--- src/rtl/pipeline_hazard_controller_if.sv ---
// Hazard controller bundle: pipeline status in, stall/flush/redirect controls out.
// The slave modport is the controller; the master modport is the pipeline side.
// Optional HAZARD_PERF_COUNTERS_EN adds three 32-bit event counters.
interface pipeline_hazard_controller_if;
  // Pipeline status
  logic [3:0]  rs1_ID;
  logic [3:0]  rs2_ID;
  logic        rs1_used_ID;
  logic        rs2_used_ID;
  logic [3:0]  rd_EX;
  logic        mem_read_EX;
  logic        invalid_EX;
  logic        branch_taken_EX;
  logic [31:0] branch_target_EX;
  logic        dmem_req_MEM;
  logic        dmem_ready_MEM;
  // Controls
  logic        stall_front;
  logic        stall_back;
  logic        flush_IF_ID;
  logic        bubble_ID_EX;
  logic        redirect_valid;
  logic [31:0] redirect_pc;
  logic        mem_timeout;
  logic        busy;
`ifdef HAZARD_PERF_COUNTERS_EN
  logic [31:0] load_use_cnt;
  logic [31:0] mem_stall_cnt;
  logic [31:0] redirect_cnt;

  modport master (
    output rs1_ID, rs2_ID, rs1_used_ID, rs2_used_ID, rd_EX, mem_read_EX, invalid_EX,
           branch_taken_EX, branch_target_EX, dmem_req_MEM, dmem_ready_MEM,
    input  stall_front, stall_back, flush_IF_ID, bubble_ID_EX, redirect_valid, redirect_pc,
           mem_timeout, busy, load_use_cnt, mem_stall_cnt, redirect_cnt
  );

  modport slave (
    input  rs1_ID, rs2_ID, rs1_used_ID, rs2_used_ID, rd_EX, mem_read_EX, invalid_EX,
           branch_taken_EX, branch_target_EX, dmem_req_MEM, dmem_ready_MEM,
    output stall_front, stall_back, flush_IF_ID, bubble_ID_EX, redirect_valid, redirect_pc,
           mem_timeout, busy, load_use_cnt, mem_stall_cnt, redirect_cnt
  );
`else
  modport master (
    output rs1_ID, rs2_ID, rs1_used_ID, rs2_used_ID, rd_EX, mem_read_EX, invalid_EX,
           branch_taken_EX, branch_target_EX, dmem_req_MEM, dmem_ready_MEM,
    input  stall_front, stall_back, flush_IF_ID, bubble_ID_EX, redirect_valid, redirect_pc,
           mem_timeout, busy
  );

  modport slave (
    input  rs1_ID, rs2_ID, rs1_used_ID, rs2_used_ID, rd_EX, mem_read_EX, invalid_EX,
           branch_taken_EX, branch_target_EX, dmem_req_MEM, dmem_ready_MEM,
    output stall_front, stall_back, flush_IF_ID, bubble_ID_EX, redirect_valid, redirect_pc,
           mem_timeout, busy
  );
`endif
endinterface

--- src/rtl/pipeline_hazard_controller.sv ---
// Hazard/sequencing controller for the 5-stage RV32E pipeline.
// FSM INIT -> RUN <-> MEM_WAIT with one shared cycle counter (startup length / wait length).
// Outputs are combinational from state + inputs.
// Optional feature macro: HAZARD_PERF_COUNTERS_EN (saturating load-use/mem-stall/redirect
// event counters).
module pipeline_hazard_controller #(
  parameter int unsigned STARTUP_CYCLES = 4,
  parameter int unsigned MEM_TIMEOUT    = 255
) (
  input logic                         clk,
  input logic                         rst_n,
  pipeline_hazard_controller_if.slave hz
);

  localparam int unsigned CntMax = (STARTUP_CYCLES > MEM_TIMEOUT) ? STARTUP_CYCLES : MEM_TIMEOUT;
  localparam int unsigned CntW   = $clog2(CntMax + 1);

  localparam logic [CntW-1:0] StartLast  = CntW'(STARTUP_CYCLES - 1);
  localparam logic [CntW-1:0] TimeoutVal = CntW'(MEM_TIMEOUT);
  localparam logic [CntW-1:0] CntOne     = CntW'(1);
  localparam logic [CntW-1:0] CntSat     = {CntW{1'b1}};

  typedef enum logic [1:0] {StInit, StRun, StMemWait} state_e;

  state_e            r_state;
  state_e            w_state_nxt;
  logic [CntW-1:0]   r_cnt;
  logic [CntW-1:0]   w_cnt_nxt;

  logic w_load_use;
  logic w_branch;
  logic w_mem_stall;
  logic w_mem_done;
  logic w_timeout_hit;
  logic w_issue;
  logic w_stall_front;
  logic w_stall_back;
  logic w_flush;
  logic w_bubble;
  logic w_redirect;
  logic w_timeout;

  // Hazard conditions decoded from pipeline status.
  always_comb begin
    w_load_use = hz.mem_read_EX && !hz.invalid_EX && (hz.rd_EX != 4'd0) &&
                 ((hz.rs1_used_ID && (hz.rs1_ID == hz.rd_EX)) ||
                  (hz.rs2_used_ID && (hz.rs2_ID == hz.rd_EX)));
    w_branch      = hz.branch_taken_EX && !hz.invalid_EX;
    w_mem_stall   = hz.dmem_req_MEM && !hz.dmem_ready_MEM;
    // A withdrawn request ends the wait just like a ready.
    w_mem_done    = hz.dmem_ready_MEM || !hz.dmem_req_MEM;
    w_timeout_hit = (MEM_TIMEOUT != 0) && (r_cnt == TimeoutVal);
  end

  // Next-state, counter and control outputs.
  always_comb begin
    w_state_nxt   = r_state;
    w_cnt_nxt     = r_cnt;
    w_issue       = 1'b0;
    w_stall_front = 1'b0;
    w_stall_back  = 1'b0;
    w_flush       = 1'b0;
    w_bubble      = 1'b0;
    w_redirect    = 1'b0;
    w_timeout     = 1'b0;

    case (r_state)
      StInit: begin
        w_stall_front = 1'b1;
        w_flush       = 1'b1;
        w_bubble      = 1'b1;
        if (r_cnt == StartLast) begin
          w_state_nxt = StRun;
          w_cnt_nxt   = '0;
        end else begin
          w_cnt_nxt = r_cnt + CntOne;
        end
      end
      StRun: begin
        if (w_mem_stall) begin
          w_stall_front = 1'b1;
          w_stall_back  = 1'b1;
          w_state_nxt   = StMemWait;
          w_cnt_nxt     = CntOne;
        end else begin
          w_issue = 1'b1;
        end
      end
      StMemWait: begin
        if (w_mem_done) begin
          w_state_nxt = StRun;
          w_cnt_nxt   = '0;
          w_issue     = 1'b1;
        end else if (w_timeout_hit) begin
          w_timeout   = 1'b1;
          w_state_nxt = StRun;
          w_cnt_nxt   = '0;
          w_issue     = 1'b1;
        end else begin
          w_stall_front = 1'b1;
          w_stall_back  = 1'b1;
          if (r_cnt != CntSat) begin
            w_cnt_nxt = r_cnt + CntOne;
          end
        end
      end
      default: begin
        w_state_nxt = StInit;
        w_cnt_nxt   = '0;
      end
    endcase

    // First non-stalled cycle: a held branch redirects here, so it is never lost.
    if (w_issue) begin
      if (w_branch) begin
        w_redirect = 1'b1;
        w_flush    = 1'b1;
        w_bubble   = 1'b1;
      end else if (w_load_use) begin
        w_stall_front = 1'b1;
        w_bubble      = 1'b1;
      end
    end
  end

  // State and counter registers; reset forces INIT at once, even mid-wait.
  always_ff @(posedge clk or negedge rst_n) begin
    if (!rst_n) begin
      r_state <= StInit;
      r_cnt   <= '0;
    end else begin
      r_state <= w_state_nxt;
      r_cnt   <= w_cnt_nxt;
    end
  end

  assign hz.stall_front    = w_stall_front;
  assign hz.stall_back     = w_stall_back;
  assign hz.flush_IF_ID    = w_flush;
  assign hz.bubble_ID_EX   = w_bubble;
  assign hz.redirect_valid = w_redirect;
  assign hz.redirect_pc    = w_redirect ? hz.branch_target_EX : 32'd0;
  assign hz.mem_timeout    = w_timeout;
  assign hz.busy           = (r_state != StRun);

`ifdef HAZARD_PERF_COUNTERS_EN
  logic [31:0] r_lu_cnt;
  logic [31:0] r_ms_cnt;
  logic [31:0] r_rd_cnt;
  logic        w_lu_fire;

  // A bubble without a flush only happens on a load-use stall.
  assign w_lu_fire = w_bubble && !w_flush;

  // Saturating event counters, cleared only by reset.
  always_ff @(posedge clk or negedge rst_n) begin
    if (!rst_n) begin
      r_lu_cnt <= 32'd0;
      r_ms_cnt <= 32'd0;
      r_rd_cnt <= 32'd0;
    end else begin
      if (w_lu_fire && (r_lu_cnt != 32'hFFFF_FFFF)) r_lu_cnt <= r_lu_cnt + 32'd1;
      if (w_stall_back && (r_ms_cnt != 32'hFFFF_FFFF)) r_ms_cnt <= r_ms_cnt + 32'd1;
      if (w_redirect && (r_rd_cnt != 32'hFFFF_FFFF)) r_rd_cnt <= r_rd_cnt + 32'd1;
    end
  end

  assign hz.load_use_cnt  = r_lu_cnt;
  assign hz.mem_stall_cnt = r_ms_cnt;
  assign hz.redirect_cnt  = r_rd_cnt;
`endif

endmodule

--- src/flat_wrapper.sv ---
// flat-port wrapper written by rule: the top's interface ports become plain ports
module pipeline_hazard_controller_flat 
#(
  parameter int unsigned STARTUP_CYCLES = 4,
  parameter int unsigned MEM_TIMEOUT    = 255
)
  (clk, rst_n, hz_rs1_ID, hz_rs2_ID, hz_rs1_used_ID, hz_rs2_used_ID, hz_rd_EX, hz_mem_read_EX, hz_invalid_EX, hz_branch_taken_EX, hz_branch_target_EX, hz_dmem_req_MEM, hz_dmem_ready_MEM, hz_stall_front, hz_stall_back, hz_flush_IF_ID, hz_bubble_ID_EX, hz_redirect_valid, hz_redirect_pc, hz_mem_timeout, hz_busy);
  pipeline_hazard_controller_if hz_i ();
  input logic clk;
  input logic rst_n;
  input wire logic [$bits(hz_i.rs1_ID)-1:0] hz_rs1_ID;
  input wire logic [$bits(hz_i.rs2_ID)-1:0] hz_rs2_ID;
  input wire logic [$bits(hz_i.rs1_used_ID)-1:0] hz_rs1_used_ID;
  input wire logic [$bits(hz_i.rs2_used_ID)-1:0] hz_rs2_used_ID;
  input wire logic [$bits(hz_i.rd_EX)-1:0] hz_rd_EX;
  input wire logic [$bits(hz_i.mem_read_EX)-1:0] hz_mem_read_EX;
  input wire logic [$bits(hz_i.invalid_EX)-1:0] hz_invalid_EX;
  input wire logic [$bits(hz_i.branch_taken_EX)-1:0] hz_branch_taken_EX;
  input wire logic [$bits(hz_i.branch_target_EX)-1:0] hz_branch_target_EX;
  input wire logic [$bits(hz_i.dmem_req_MEM)-1:0] hz_dmem_req_MEM;
  input wire logic [$bits(hz_i.dmem_ready_MEM)-1:0] hz_dmem_ready_MEM;
  output wire logic [$bits(hz_i.stall_front)-1:0] hz_stall_front;
  output wire logic [$bits(hz_i.stall_back)-1:0] hz_stall_back;
  output wire logic [$bits(hz_i.flush_IF_ID)-1:0] hz_flush_IF_ID;
  output wire logic [$bits(hz_i.bubble_ID_EX)-1:0] hz_bubble_ID_EX;
  output wire logic [$bits(hz_i.redirect_valid)-1:0] hz_redirect_valid;
  output wire logic [$bits(hz_i.redirect_pc)-1:0] hz_redirect_pc;
  output wire logic [$bits(hz_i.mem_timeout)-1:0] hz_mem_timeout;
  output wire logic [$bits(hz_i.busy)-1:0] hz_busy;
  assign hz_i.rs1_ID = hz_rs1_ID;
  assign hz_i.rs2_ID = hz_rs2_ID;
  assign hz_i.rs1_used_ID = hz_rs1_used_ID;
  assign hz_i.rs2_used_ID = hz_rs2_used_ID;
  assign hz_i.rd_EX = hz_rd_EX;
  assign hz_i.mem_read_EX = hz_mem_read_EX;
  assign hz_i.invalid_EX = hz_invalid_EX;
  assign hz_i.branch_taken_EX = hz_branch_taken_EX;
  assign hz_i.branch_target_EX = hz_branch_target_EX;
  assign hz_i.dmem_req_MEM = hz_dmem_req_MEM;
  assign hz_i.dmem_ready_MEM = hz_dmem_ready_MEM;
  assign hz_stall_front = hz_i.stall_front;
  assign hz_stall_back = hz_i.stall_back;
  assign hz_flush_IF_ID = hz_i.flush_IF_ID;
  assign hz_bubble_ID_EX = hz_i.bubble_ID_EX;
  assign hz_redirect_valid = hz_i.redirect_valid;
  assign hz_redirect_pc = hz_i.redirect_pc;
  assign hz_mem_timeout = hz_i.mem_timeout;
  assign hz_busy = hz_i.busy;
  pipeline_hazard_controller #(.STARTUP_CYCLES(STARTUP_CYCLES), .MEM_TIMEOUT(MEM_TIMEOUT)) u_core (.clk(clk), .rst_n(rst_n), .hz(hz_i));
endmodule
--- config.mk ---
export PLATFORM = sky130hd
export DESIGN_NAME = pipeline_hazard_controller_flat
export DESIGN_NICKNAME = d
export VERILOG_FILES = /design/src/rtl/pipeline_hazard_controller_if.sv /design/src/rtl/pipeline_hazard_controller.sv /design/src/flat_wrapper.sv
export SDC_FILE = /design/constraint.sdc
export NUM_CORES = 1
export LEC_CHECK = 0
export CORE_UTILIZATION = 32
export DETAILED_ROUTE_END_ITERATION = 8
export GPL_ROUTABILITY_DRIVEN = 0
export HOLD_SLACK_MARGIN = 0.12
export PLACE_DENSITY_LB_ADDON = 0.25
export SKIP_CTS_REPAIR_TIMING = 1
export SLEW_MARGIN = 15
export SYNTH_ARGS = -nofsm -noshare
export SYNTH_HDL_FRONTEND = slang
export SYNTH_SLANG_ARGS = --single-unit
--- constraint.sdc ---
create_clock -name clk -period 3.02 [get_ports clk]
set_input_delay 0.755 -clock clk [delete_from_list [all_inputs] [get_ports clk]]
set_output_delay 0.755 -clock clk [all_outputs]
set_load 0.01 [all_outputs]
* Word level (Yosys, flattened, before mapping)
Cells that the tools add are included.
Cells by class: equality and inequality tests 12, reduce and logical (&&, ||, !) cells 16, add/sub/neg operators 1, mux-type cells 34
Operators by type and width (number):
- 8-bit two-way mux | 5
- 32-bit two-way mux | 1
- 8-bit case mux with 3 select lines | 1
- 1-bit two-way mux | 19
- 8-bit by 1-bit adder with 8-bit output, second input constant | 1
- 4-bit equality test | 2
- 8-bit by 2-bit equality test with 1-bit output, second input constant | 1
- 8-bit equality test, second input constant | 1
- 2-bit two-way mux | 4
- 8-bit inequality test, second input constant | 1
- 1-bit logical AND | 7
- 2-bit by 1-bit inequality test with 1-bit output, second input constant | 3
- 2-bit case mux with 3 select lines | 1
- 4-bit by 1-bit inequality test with 1-bit output, second input constant | 1
- 1-bit case mux with 2 select lines | 2
- 4-bit nonzero test | 1
- 1-bit zero test | 3
- 3-bit by 1-bit inequality test with 1-bit output, second input constant | 1
- 1-bit case mux with 3 select lines | 1
- 3-bit AND reduction | 1
- 2-bit by 1-bit equality test with 1-bit output, second input constant | 1
- 2-bit equality test, second input constant | 1
- 2-bit zero test | 1
- 1-bit logical OR | 2
- 2-bit AND reduction | 1
Word-level totals: bits of input ports 53, logic and storage cells 65, flip-flop bits (word level) 10, output and inout port bits 39

* Longest topological paths before layout
depth after elaboration 7, depth in mapped cells 8, depth with buffers taken out 7

* Worst setup path after synthesis
Ideal clock, no wire load.
kind input to output, from in hz_dmem_ready_MEM, to out hz_flush_IF_ID, slack 0.240 ns, path buffers 1, arrival time 2.025 ns, required time 2.265 ns, stages on the path 6, path through nand2b_1 -> and2_1 -> buf_2 -> o221a_2 -> and2_1 -> or2_1
Between the ends: word-level cells in the longest chain between the ends 5
RTL lines:
- start: declaration | RTL line flat_wrapper.sv:21 | input wire logic [$bits(hz_i.dmem_ready_MEM)-1:0] hz_dmem_ready_MEM;
- 1-bit zero test | RTL line pipeline_hazard_controller.sv:49 | w_mem_stall = hz.dmem_req_MEM && !hz.dmem_ready_MEM;
- 1-bit logical AND | RTL line pipeline_hazard_controller.sv:49
- 1-bit two-way mux | RTL line pipeline_hazard_controller.sv:80 | if (w_mem_stall) begin
- 1-bit case mux with 2 select lines * | RTL line pipeline_hazard_controller.sv:67 | case (r_state)
- 1-bit two-way mux * | RTL line pipeline_hazard_controller.sv:114 | if (w_issue) begin
- end: declaration | RTL line flat_wrapper.sv:24 | output wire logic [$bits(hz_i.flush_IF_ID)-1:0] hz_flush_IF_ID;
Mark *: on every way between the ends. The rest lies on a longest branch, timed or not.

* Worst setup path after layout
from in hz_rs1_ID[1], to out hz_stall_front
Between the ends: word-level cells in the longest chain between the ends 7
RTL lines:
- start: declaration | RTL line flat_wrapper.sv:11 | input wire logic [$bits(hz_i.rs1_ID)-1:0] hz_rs1_ID;
- 4-bit equality test | RTL line pipeline_hazard_controller.sv:46 | ((hz.rs1_used_ID && (hz.rs1_ID == hz.rd_EX)) ||
- 1-bit logical AND | RTL line pipeline_hazard_controller.sv:46
- 1-bit logical OR | RTL line pipeline_hazard_controller.sv:46
- 1-bit logical AND | RTL line pipeline_hazard_controller.sv:45 | w_load_use = hz.mem_read_EX && !hz.invalid_EX && (hz.rd_EX != 4'd0) &&
- 1-bit two-way mux | RTL line pipeline_hazard_controller.sv:119 | end else if (w_load_use) begin
- 1-bit two-way mux | RTL line pipeline_hazard_controller.sv:115 | if (w_branch) begin
- 1-bit two-way mux | RTL line pipeline_hazard_controller.sv:114
- end: declaration | RTL line flat_wrapper.sv:22 | output wire logic [$bits(hz_i.stall_front)-1:0] hz_stall_front;
No other way between the ends.

==> results.json <==
{
  "grt_pass1_wl_mm": 5.75,
  "post-dp-hpwl_mm": 3.25,
  "max_slew_margin": 0.702,
  "hold_path_class": "register to register",
  "synth_top_family_by_area": "simple AND/OR/NAND/NOR gates",
  "first_iter_violations": 27,
  "endpoint_kind": "output pin",
  "setup_ws_ps": 36.6,
  "slew_viol_final": 0,
  "cts_max_path_buffers": 2,
  "arrival_ps": 2230,
  "dp.cells": 274,
  "leakagePower_nw": 1.16,
  "max_freq_ghz": 0.335,
  "synth_compound_area_frac": 0.187,
  "htreeDepth": 1,
  "synth_mux_area_frac": 0,
  "finalHoldViolCount": 0,
  "core_sq_um": 3100,
  "dr_wl_met3_um": 236,
  "synthAdderAreaFrac": 0.0702,
  "synthSimpleGateAreaFrac": 0.379,
  "synth.net_count": 194,
  "nNetsFinal": 297,
  "maxCapViolations": 0,
  "num_antenna_cells": 0,
  "dr.pass1.iters": 4,
  "port_buffers": 91,
  "layout.cells.non_filler": 280,
  "wl_met2_mm": 2.41,
  "crit_type": "input pin to output pin",
  "synth_seq_area_share": 0.234,
  "synth-main-ff-cell": "dfrtp_1",
  "clock_latency_ps": 250,
  "antenna_found_initial": 0,
  "power_density_nw_per_um2": 443,
  "fillers": 295,
  "syn_area_sq_um": 1070,
  "die_area_sq_um": 3580,
  "tns_ps": 0,
  "postRouteAntennaNets": 0,
  "numClockSinks": 10,
  "cp_max_fo": 2,
  "cts_root_buffer": "clkbuf_4",
  "initial_utilization": 0.345,
  "place_ws_ps": -491,
  "die_h_um": 59.8,
  "grt_pass1_vias": 1267,
  "grt_usage": 0.211,
  "rsz0062_at_grt": "true",
  "syn2layout_area_growth_pct": 92.4,
  "finalCritPeriodShare": 0.988,
  "dpl_cell_area_sq_um": 2100,
  "synth_cell_types": 37,
  "drc_errors": 0,
  "cts_tree": "done",
  "startpoint_type": "input pin",
  "synth_edf_count": 0,
  "yosys_warnings": 0,
  "wl_met1_mm": 1.58,
  "ir_drop_uv": 353,
  "wl_mm": 4.25,
  "route.vias.total": 1414,
  "wire_per_inst_um": 15.2,
  "async_flop_share": 1.00,
  "overflow": 0,
  "tightestPinTransition_ps": 445,
  "cts.clk_slew.worst_paths_ps": 60,
  "syn_avg_cell_area_sq_um": 7.92,
  "critPathRequiredTime_ps": 2260,
  "routed.top_layer": "met4",
  "row_count": 20,
  "cts_buffers": 3,
  "design_area_sq_um": 2060,
  "fp.dieW_um": 59.8,
  "min_period_ps": 2980,
  "fin_util": 0.663,
  "skew_ps": 0.335,
  "postSynthCellCount": 135,
  "drive_gt1_frac": 0.258,
  "viasPerCell": 5.05,
  "setup-violations-final": 0,
  "synth-seq-cells": 10,
  "regArea_sq_um": 250,
  "grt_max_degree": 25,
  "synth_xor_area_frac": 0.0901,
  "multiInputGateArea_sq_um": 803,
  "status": "finished clean",
  "ios": 92
}
## worst paths after layout
check | startpoint | endpoint | slack (ps) | depth (start not counted)
setup / recovery | hz_rs1_ID[1] | hz_stall_front | 40 | 7
hold / removal | u_core.r_cnt[1]$_DFFE_PN0P_ | u_core.r_cnt[1]$_DFFE_PN0P_ | 520 | 2
setup reg to reg | u_core.r_cnt[0]$_DFFE_PN0P_ | u_core.r_cnt[4]$_DFFE_PN0P_ | 950 | 6
hold reg to reg | u_core.r_cnt[1]$_DFFE_PN0P_ | u_core.r_cnt[1]$_DFFE_PN0P_ | 520 | 2
max in group asynchronous | rst_n | u_core.r_cnt[3]$_DFFE_PN0P_ | 1900 | 1
min in group asynchronous | rst_n | u_core.r_state[1]$_DFFE_PN0P_ | 810 | 1
## report_power, final
part | internal, W | switching, W
Sequential | 0.000159 | 0.0000293
Clock | 0.0000457 | 0.0000392
Combinational | 0.000326 | 0.000314
## critical path: stages
cell and delay (ps):
clkdlybuf4s50_1 420, xor2_1 160, nor3_1 190, nand3_1 100, a21o_1 210, o32ai_2 210, buf_2 180
## cells in the final DEF, fill, tap and decap left out, types with 2 or more instances in the layout
cell	netlist	layout
inv_1	4	4
a21oi_1	8	8
xnor2_1	4	4
clkdlybuf4s50_1	0	48
buf_2	1	3
and3_1	32	32
dlymetal6s2s_1	0	9
nand2_1	9	9
xor2_1	7	7
and2_1	3	2
or3_1	2	2
buf_4	0	10
nor2_1	6	6
o21ai_1	3	4
nand3_1	6	6
buf_6	0	3
clkbuf_2	0	30
clkbuf_4	0	3
ha_1	6	6
nor3_1	4	4
a21o_1	3	3
dfrtp_1	10	10
## per-layer routing
| metal | GRT usage | vias to the layer above |
|---|---|---|
| met4 | 0.0266 | 0 |
| met3 | 0.0541 | 4 |
| met1 | 0.231 | 682 |
| met5 | 0 | - |
| met2 | 0.411 | 36 |
| li1 | - | 692 |
## registers in the layout (all words and copies together), names as in the netlist
name and cells:
u_core.r_state 2, u_core.r_cnt 8
## cell usage after synthesis, types with 2 or more instances
library cell | count | area (sq um)
nand3_1 | 6 | 30.0
dfrtp_1 | 10 | 250
xor2_1 | 7 | 61.3
or3_1 | 2 | 12.5
inv_1 | 4 | 15.0
and3_1 | 32 | 200
a21o_1 | 3 | 22.5
ha_1 | 6 | 75.1
and2_1 | 3 | 18.8
nor3_1 | 4 | 20.0
a21oi_1 | 8 | 40.0
clkbuf_1 | 6 | 22.5
nor2_1 | 6 | 22.5
o21ai_1 | 3 | 15.0
xnor2_1 | 4 | 35.0
nand2_1 | 9 | 33.8
o21ai_0 | 2 | 10.0
## per-stage QoR
| step | hold slack, ps | power [W] |
|---|---|---|
| 2_1_floorplan | 459 | 0.000518 |
| 3_3_place_gp | 503 | 0.000802 |
| 3_5_place_dp | 511 | 0.000821 |
| 4_1_cts | 525 | 0.000911 |
| 5_1_grt | 549 | 0.000979 |
| 6_report | 521 | 0.000912 |
## cell type report
class | instances | share of cell area
clock buffer | 3 | 0.0109
inverter | 4 | 0.00729
multi-input combinational | 114 | 0.390
sequential | 10 | 0.122
tap | 44 | 0.0267
timing repair buffer | 105 | 0.443
## logic make-up after synthesis
kind of cell / Yosys count
compound gates: 26
simple gates: 71
flops: 10
fa+ha+maj: 6
buf+inv: 11
xor+xnor: 11
No activity file was read; power rests on OpenSTA's default activity.
